[src/rtl/direct_sound_fifo_pkg.sv]
// Shared sound constants: direct-sound FIFO sizing, DMA request threshold and MMIO word addresses.
// Also holds the byte-lane selector used to pick the next sample out of a 32-bit FIFO word.
package direct_sound_fifo_pkg;

  localparam int SOUND_FIFO_DEPTH      = 8;
  localparam int SOUND_FIFO_REQ_THRESH = 4;
  localparam int SOUND_FIFO_LEVEL_W    = 4;

  localparam logic [31:0] SOUND_FIFO_A_ADDR = 32'h0400_00A0;
  localparam logic [31:0] SOUND_FIFO_B_ADDR = 32'h0400_00A4;

  typedef enum logic {
    SOUND_FIFO_A = 1'b0,
    SOUND_FIFO_B = 1'b1
  } sound_fifo_id_e;

  typedef logic [1:0] byte_idx_t;

  // Byte 0 sits in the low lane and is played first.
  function automatic logic [7:0] sound_byte_sel(input logic [31:0] word, input byte_idx_t idx);
    logic [7:0] b;
    case (idx)
      2'd0:    b = word[7:0];
      2'd1:    b = word[15:8];
      2'd2:    b = word[23:16];
      default: b = word[31:24];
    endcase
    return b;
  endfunction

  // Word-address match for the MMIO decoder feeding wr_en of each FIFO copy.
  function automatic logic sound_fifo_hit(input logic [31:0] addr, input sound_fifo_id_e id);
    logic [31:0] base;
    base = (id == SOUND_FIFO_A) ? SOUND_FIFO_A_ADDR : SOUND_FIFO_B_ADDR;
    return (addr[31:2] == base[31:2]);
  endfunction

endpackage

[src/rtl/direct_sound_fifo_mem.sv]
// Word storage for one direct-sound FIFO: DEPTH x 32 registers, synchronous write, combinational read.
// Contents are deliberately never reset; only the pointers in the controller carry state.
module sound_fifo_mem #(
  parameter int DEPTH = 8,
  parameter int AW    = 3
) (
  input  logic          clk,
  input  logic          wr_en,
  input  logic [AW-1:0] wr_addr,
  input  logic [31:0]   wr_data,
  input  logic [AW-1:0] rd_addr,
  output logic [31:0]   rd_data
);

  logic [31:0] mem_q [DEPTH];

  always_ff @(posedge clk) begin
    if (wr_en) begin
      mem_q[wr_addr] <= wr_data;
    end
  end

  assign rd_data = mem_q[rd_addr];

endmodule

[src/rtl/direct_sound_fifo.sv]
// Direct-sound sample FIFO: 32-bit words in, one signed byte out per timer tick, level-based DMA request.
// Writes are judged against the level at the start of the cycle, so a full FIFO drops a write even when a tick frees a word.
module direct_sound_fifo
  import direct_sound_fifo_pkg::*;
#(
  parameter int DEPTH      = SOUND_FIFO_DEPTH,
  parameter int REQ_THRESH = SOUND_FIFO_REQ_THRESH
) (
  input  logic        clk,
  input  logic        rst_b,
  input  logic        enable,
  input  logic        fifo_clear,
  input  logic        wr_en,
  input  logic [31:0] wr_data,
  input  logic        tick,
  output logic [7:0]  sample,
  output logic        sound_req,
  output logic [3:0]  level,
  output logic        overflow,
  output logic        underflow
);

  localparam int              PW         = (DEPTH > 1) ? $clog2(DEPTH) : 1;
  localparam logic [PW-1:0]   LAST_PTR   = PW'(DEPTH - 1);
  localparam logic [3:0]      DEPTH_LVL  = 4'(DEPTH);
  localparam logic [3:0]      THRESH_LVL = 4'(REQ_THRESH);

  logic [PW-1:0] wr_ptr_q, wr_ptr_d;
  logic [PW-1:0] rd_ptr_q, rd_ptr_d;
  byte_idx_t     byte_idx_q, byte_idx_d;
  logic [3:0]    level_q, level_d;
  logic [7:0]    sample_q, sample_d;
  logic          sound_req_q, sound_req_d;
  logic          overflow_q, overflow_d;
  logic          underflow_q, underflow_d;

  logic          full;
  logic          empty;
  logic          wr_acc;
  logic          rd_acc;
  logic          word_done;
  logic [31:0]   head_word;

  sound_fifo_mem #(
    .DEPTH (DEPTH),
    .AW    (PW)
  ) u_mem (
    .clk     (clk),
    .wr_en   (wr_acc),
    .wr_addr (wr_ptr_q),
    .wr_data (wr_data),
    .rd_addr (rd_ptr_q),
    .rd_data (head_word)
  );

  // fifo_clear masks both sides so a discarded write never lands in storage.
  assign full      = (level_q == DEPTH_LVL);
  assign empty     = (level_q == 4'd0);
  assign wr_acc    = wr_en && !full && !fifo_clear;
  assign rd_acc    = tick && !empty && !fifo_clear;
  assign word_done = rd_acc && (byte_idx_q == 2'd3);

  always_comb begin
    wr_ptr_d    = wr_ptr_q;
    rd_ptr_d    = rd_ptr_q;
    byte_idx_d  = byte_idx_q;
    level_d     = level_q;
    sample_d    = sample_q;
    overflow_d  = 1'b0;
    underflow_d = 1'b0;
    // Request reflects the level held at the start of this cycle.
    sound_req_d = enable && (level_q <= THRESH_LVL);

    if (fifo_clear) begin
      wr_ptr_d   = '0;
      rd_ptr_d   = '0;
      byte_idx_d = '0;
      level_d    = '0;
      sample_d   = '0;
    end else begin
      overflow_d  = wr_en && full;
      underflow_d = tick && empty;

      if (wr_acc) begin
        wr_ptr_d = (wr_ptr_q == LAST_PTR) ? '0 : wr_ptr_q + PW'(1);
      end

      if (rd_acc) begin
        sample_d   = sound_byte_sel(head_word, byte_idx_q);
        byte_idx_d = byte_idx_q + 2'd1;
      end

      if (word_done) begin
        rd_ptr_d = (rd_ptr_q == LAST_PTR) ? '0 : rd_ptr_q + PW'(1);
      end

      if (wr_acc && !word_done) begin
        level_d = level_q + 4'd1;
      end else if (!wr_acc && word_done) begin
        level_d = level_q - 4'd1;
      end
    end
  end

  always_ff @(posedge clk or negedge rst_b) begin
    if (!rst_b) begin
      wr_ptr_q    <= '0;
      rd_ptr_q    <= '0;
      byte_idx_q  <= '0;
      level_q     <= '0;
      sample_q    <= '0;
      sound_req_q <= 1'b0;
      overflow_q  <= 1'b0;
      underflow_q <= 1'b0;
    end else begin
      wr_ptr_q    <= wr_ptr_d;
      rd_ptr_q    <= rd_ptr_d;
      byte_idx_q  <= byte_idx_d;
      level_q     <= level_d;
      sample_q    <= sample_d;
      sound_req_q <= sound_req_d;
      overflow_q  <= overflow_d;
      underflow_q <= underflow_d;
    end
  end

  assign sample    = sample_q;
  assign sound_req = sound_req_q;
  assign level     = level_q;
  assign overflow  = overflow_q;
  assign underflow = underflow_q;

endmodule

[config.mk]
export PLATFORM = sky130hd
export DESIGN_NAME = direct_sound_fifo
export DESIGN_NICKNAME = d
export VERILOG_FILES = /design/src/rtl/direct_sound_fifo_pkg.sv /design/src/rtl/direct_sound_fifo_mem.sv /design/src/rtl/direct_sound_fifo.sv
export SDC_FILE = /design/constraint.sdc
export NUM_CORES = 1
export LEC_CHECK = 0
export BUFFER_PORTS_ARGS = -buffer_cell sky130_fd_sc_hd__buf_2
export CAP_MARGIN = 10
export CORE_MARGIN = 5
export CORE_UTILIZATION = 30
export CTS_CLUSTER_SIZE = 16
export DETAILED_ROUTE_END_ITERATION = 10
export PLACE_DENSITY_LB_ADDON = 0.1
export SYNTH_ARGS = -nofsm -noshare
export SYNTH_HDL_FRONTEND = slang
export SYNTH_SLANG_ARGS = --single-unit
[constraint.sdc]
create_clock -name clk -period 7.7 [get_ports clk]
set_input_delay 0.385 -clock clk [delete_from_list [all_inputs] [get_ports clk]]
set_output_delay 0.385 -clock clk [all_outputs]
set_load 0.01 [all_outputs]
==> summary.md <==
| Metric | Value |
|---|---|
| Unique masters post-synth | `47` |
| Fin crit period | `2.88 ns` |
| CP delay by family, top | `simple AND/OR/NAND/NOR gates` |
| Synth async-reset ratio | `0.0824` |
| Root Driver | `clkbuf_16` |
| Net count after synthesis | `614` |
| First-iteration detailed-routing DRC count | `272` |
| Combinational share of power | `0.066` |
| CP cell instances | `nor4_1 > or3_1 > nand2_1 > ha_1 > a21o_1 > a21oi_1 > nor3_1 > or3b_1` |
| Status | `finished, final reports clean` |
| Critical path type | `flip-flop to flip-flop` |
| CTS buffer count | `31` |
| EDFF count, synth | `256` |
| Leakage | `0.00409 uW` |
| Crit path largest cell delay | `0.74 ns` |
| Critical-path top delay cell | `nor4_1` |
| Routed WL | `26,800 um` |
| Final hold vios | `0` |
| Layout Skew | `0.0122 ns` |
| CTS Buffer Depth | `3` |
| PwrDens | `258 nW/um2` |
| DR pass1 iterations | `6` |
| Hpwl dp | `15,900 um` |
| RSZ-0062 raised after global routing | `false` |
| Vias in the first global route | `5,906` |
| # clock sinks | `279` |
| Cells on worst reg2reg path | `8` |
| Actual slew at the worst max-slew pin | `1.04 ns` |
| DIE HEIGHT | `202 um` |
| Hold crit path type | `primary input to flip-flop` |
| Crit. End Element | `flip-flop` |
| Total design power | `3310 uW` |
| Crit Path Max Fanout | `8` |
| Die area | `40,700 um2` |
| Final Core Density | `0.353` |
| TritonCTS clock tree | `built` |
| Hold Path End | `sound_req` |
| Wire per inst | `23.8 um` |
| GR Util All Layers | `0.130` |
| Buffers & Inverters on Critical Path | `0` |
| Synth Flop Type | `edfxtp_1` |
| Initial core utilization | `0.303` |
| Seq pwr share | `0.520` |
| Post-Syn Area per Cell | `19.6 um2` |
| CP required | `8.12 ns` |
| Worst Slack Setup Final | `4.82 ns` |
| H-tree levels | `1` |
| Clk_lat worst skew | `0.55 ns` |
| Total global routing overflow | `0` |
| Period utilisation layout | `0.373` |
| Internal power | `2580 uW` |
| Clock share of power | `0.414` |
| Final setup viols | `0` |
| Area Growth Syn to Fin | `16.7%` |
| Min Hold Slack | `0.0777 ns` |
| Max Slew Vio Count | `0` |
| Max Fclk | `348 MHz` |
| Final antenna-violating net count | `0` |
| VDD IR max | `0.174 mV` |
| Yosys warns | `0` |
| Fill cells | `3,420` |
| GP Congestion | `0.714` |
| Ports | `53` |
| Die width | `202 um` |
| Switch share | `0.222` |
| PortBufs | `52` |
| CP Launch Type | `flip-flop` |
| Seq/Total Area, Yosys | `0.749` |
| Mapped cell area | `11,000 um2` |
| Slew margin rel. | `0.306` |
| Data arrival, critical path | `3.30 ns` |
| R2r startpoint | `level[1]` |
| Via density per instance | `4.97` |
| Core area | `36,400 um2` |
| Clock slew at reported path FFs | `0.06 ns` |
| Hold Crit Depth | `2` |
| Layout cells sized above 1 | `0.256` |
| Dpl ws | `4.84 ns` |
| Synthesized instance count | `564` |
| Reg2reg end | `level[3]` |
| Max-cap viol count | `0` |
| Setup tns final | `0 ns` |
| R2r setup slk | `4.82 ns` |
| Seq cells post-synth | `279` |
| Number of antenna violations at the first check in global routing | `2` |
| Row count | `70` |
| Fin nets | `684` |
| Largest net degree at the start of global routing | `46` |
| NetSw | `735 uW` |
| Routed vias | `5,611` |
| Hold Crit Start | `enable` |
| Global-route wire length before repair | `39,800 um` |
| DRC viols | `0` |
-- sequential cells by signal (all words and copies together) (netlist names) --
name	flops
level	4
sound_req	1
overflow	1
rd_ptr_q	3
sample	8
wr_ptr_q	3
underflow	1
byte_idx_q	2
u_mem.mem_q	256
-- logic make-up after synthesis --
| kind of cell | count (synthesis) | synth area share |
|---|---|---|
| DFF | 279 | 0.749 |
| and+or+nand+nor | 77 | 0.0382 |
| AOI/OAI and AO/OA | 78 | 0.0551 |
| muxes | 82 | 0.129 |
| adders and majority gates | 12 | 0.0143 |
| xor gates and xnor gates | 1 | 0.000794 |
| buffers and inverters | 35 | 0.0132 |
-- synthesized netlist by cell type, drive strengths merged, types with 2 or more instances --
| cell type | count | area, um2 |
|---|---|---|
| and3 | 3 | 18.8 |
| nand2 | 18 | 67.6 |
| o22a | 5 | 43.8 |
| or3 | 4 | 25.0 |
| nor2b | 3 | 18.8 |
| clkbuf | 11 | 41.3 |
| a2bb2oi | 8 | 70.1 |
| o21ai | 4 | 20.0 |
| and2 | 3 | 18.8 |
| mux4 | 48 | 1080 |
| a22oi | 8 | 60.1 |
| dfrtp | 23 | 576 |
| nand4b | 2 | 17.5 |
| buf | 17 | 77.6 |
| a22o | 6 | 52.6 |
| nand2b | 5 | 31.3 |
| nor2 | 10 | 37.5 |
| a222oi | 3 | 30.0 |
| or3b | 2 | 17.5 |
| nor3 | 5 | 25.0 |
| nor3b | 4 | 30.0 |
| o221ai | 11 | 96.3 |
| ha | 11 | 138 |
| inv | 7 | 26.3 |
| mux2i | 33 | 330 |
| a31oi | 10 | 62.6 |
| edfxtp | 256 | 7690 |
| nand3 | 9 | 45.0 |
| a21oi | 11 | 58.8 |
| a21boi | 3 | 22.5 |
| nand3b | 4 | 30.0 |
| a211oi | 5 | 37.5 |
-- layer usage --
metal | up-vias | wire [um] | global-route usage
li1 | 2486 | - | -
met1 | 2947 | 11600 | 0.176
met2 | 137 | 13400 | 0.223
met3 | 39 | 1230 | 0.0229
met4 | 2 | 536 | 0.0283
met5 | - | 7 | 0
-- power groups by stage --
stage               clock network, uW  logic (uW)  registers (uW)
CTS                              1420         225            1720
detailed placement                  0         224            1760
global placement                    0         220            1750
global route                     1480         242            1730
finish                           1370         218            1720
floorplan                           0         118            1750
-- stage by stage --
stage / instance area [um2] / std cells
detailed placement: 11900 / 1068
global placement: 11900 / 1068
finish: 12900 / 1128
floorplan: 11000 / 564
CTS: 12900 / 1127
global route: 12900 / 1127
-- worst max-delay path by stage --
stage	startpoint	end	slack, ns	cells past startpoint
3_3_place_gp	level[0]	level[3]	4.89	8
3_5_place_dp	level[1]	level[3]	4.84	8
2_1_floorplan	level[0]	u_mem.mem_q[0][0]	3.76	5
4_1_cts	level[1]	level[3]	4.82	8
5_1_grt	level[1]	level[3]	4.60	8
6_report	level[1]	level[3]	4.82	8
-- cell type report --
class	count	area [um2]	share of cell area
Multi-Input combinational cell	250	2670	0.208
Sequential cell	279	8270	0.643
Clock buffer	48	870	0.0676
Inverter	7	26.3	0.00204
Antenna cell	1	2.50	0.000194
Timing Repair Buffer	65	360	0.0280
Clock inverter	10	77.6	0.00603
Tap cell	468	586	0.0455
-- worst reg2reg max path: cells and delay by family (launching register included) --
kind	cells	cell delay, ns
AND/OR/NAND/NOR	5	1.61
flip-flops	1	0.45
AO/OA/AOI/OAI	2	0.40
adder cells (fa/ha/maj)	1	0.28
-- timing repair --
action                                 in CTS  in global routing
endpoints found under the hold margin      23                  0
hold buffers                                1                  0
resized for setup                           0                  0
buffers inserted                            0                  0
setup endpoints to repair                   0                  0
-- placed cells by master (no fill, tap or decap), types with 6 or more instances in the layout --
| cell | Yosys | final |
|---|---|---|
| a2bb2oi_1 | 8 | 8 |
| nand2_1 | 18 | 18 |
| o221ai_1 | 11 | 11 |
| inv_1 | 7 | 7 |
| dfrtp_1 | 23 | 20 |
| buf_2 | 11 | 52 |
| buf_4 | 0 | 12 |
| nand3_1 | 9 | 9 |
| a21oi_1 | 10 | 10 |
| a31oi_1 | 10 | 10 |
| edfxtp_1 | 256 | 256 |
| a22o_1 | 6 | 6 |
| ha_1 | 11 | 11 |
| clkbuf_16 | 0 | 31 |
| a22oi_1 | 8 | 8 |
| mux4_2 | 48 | 48 |
| nor2_4 | 0 | 6 |
| mux2i_1 | 33 | 33 |
| clkbuf_1 | 11 | 14 |
(Power assumes the default switching activity.)
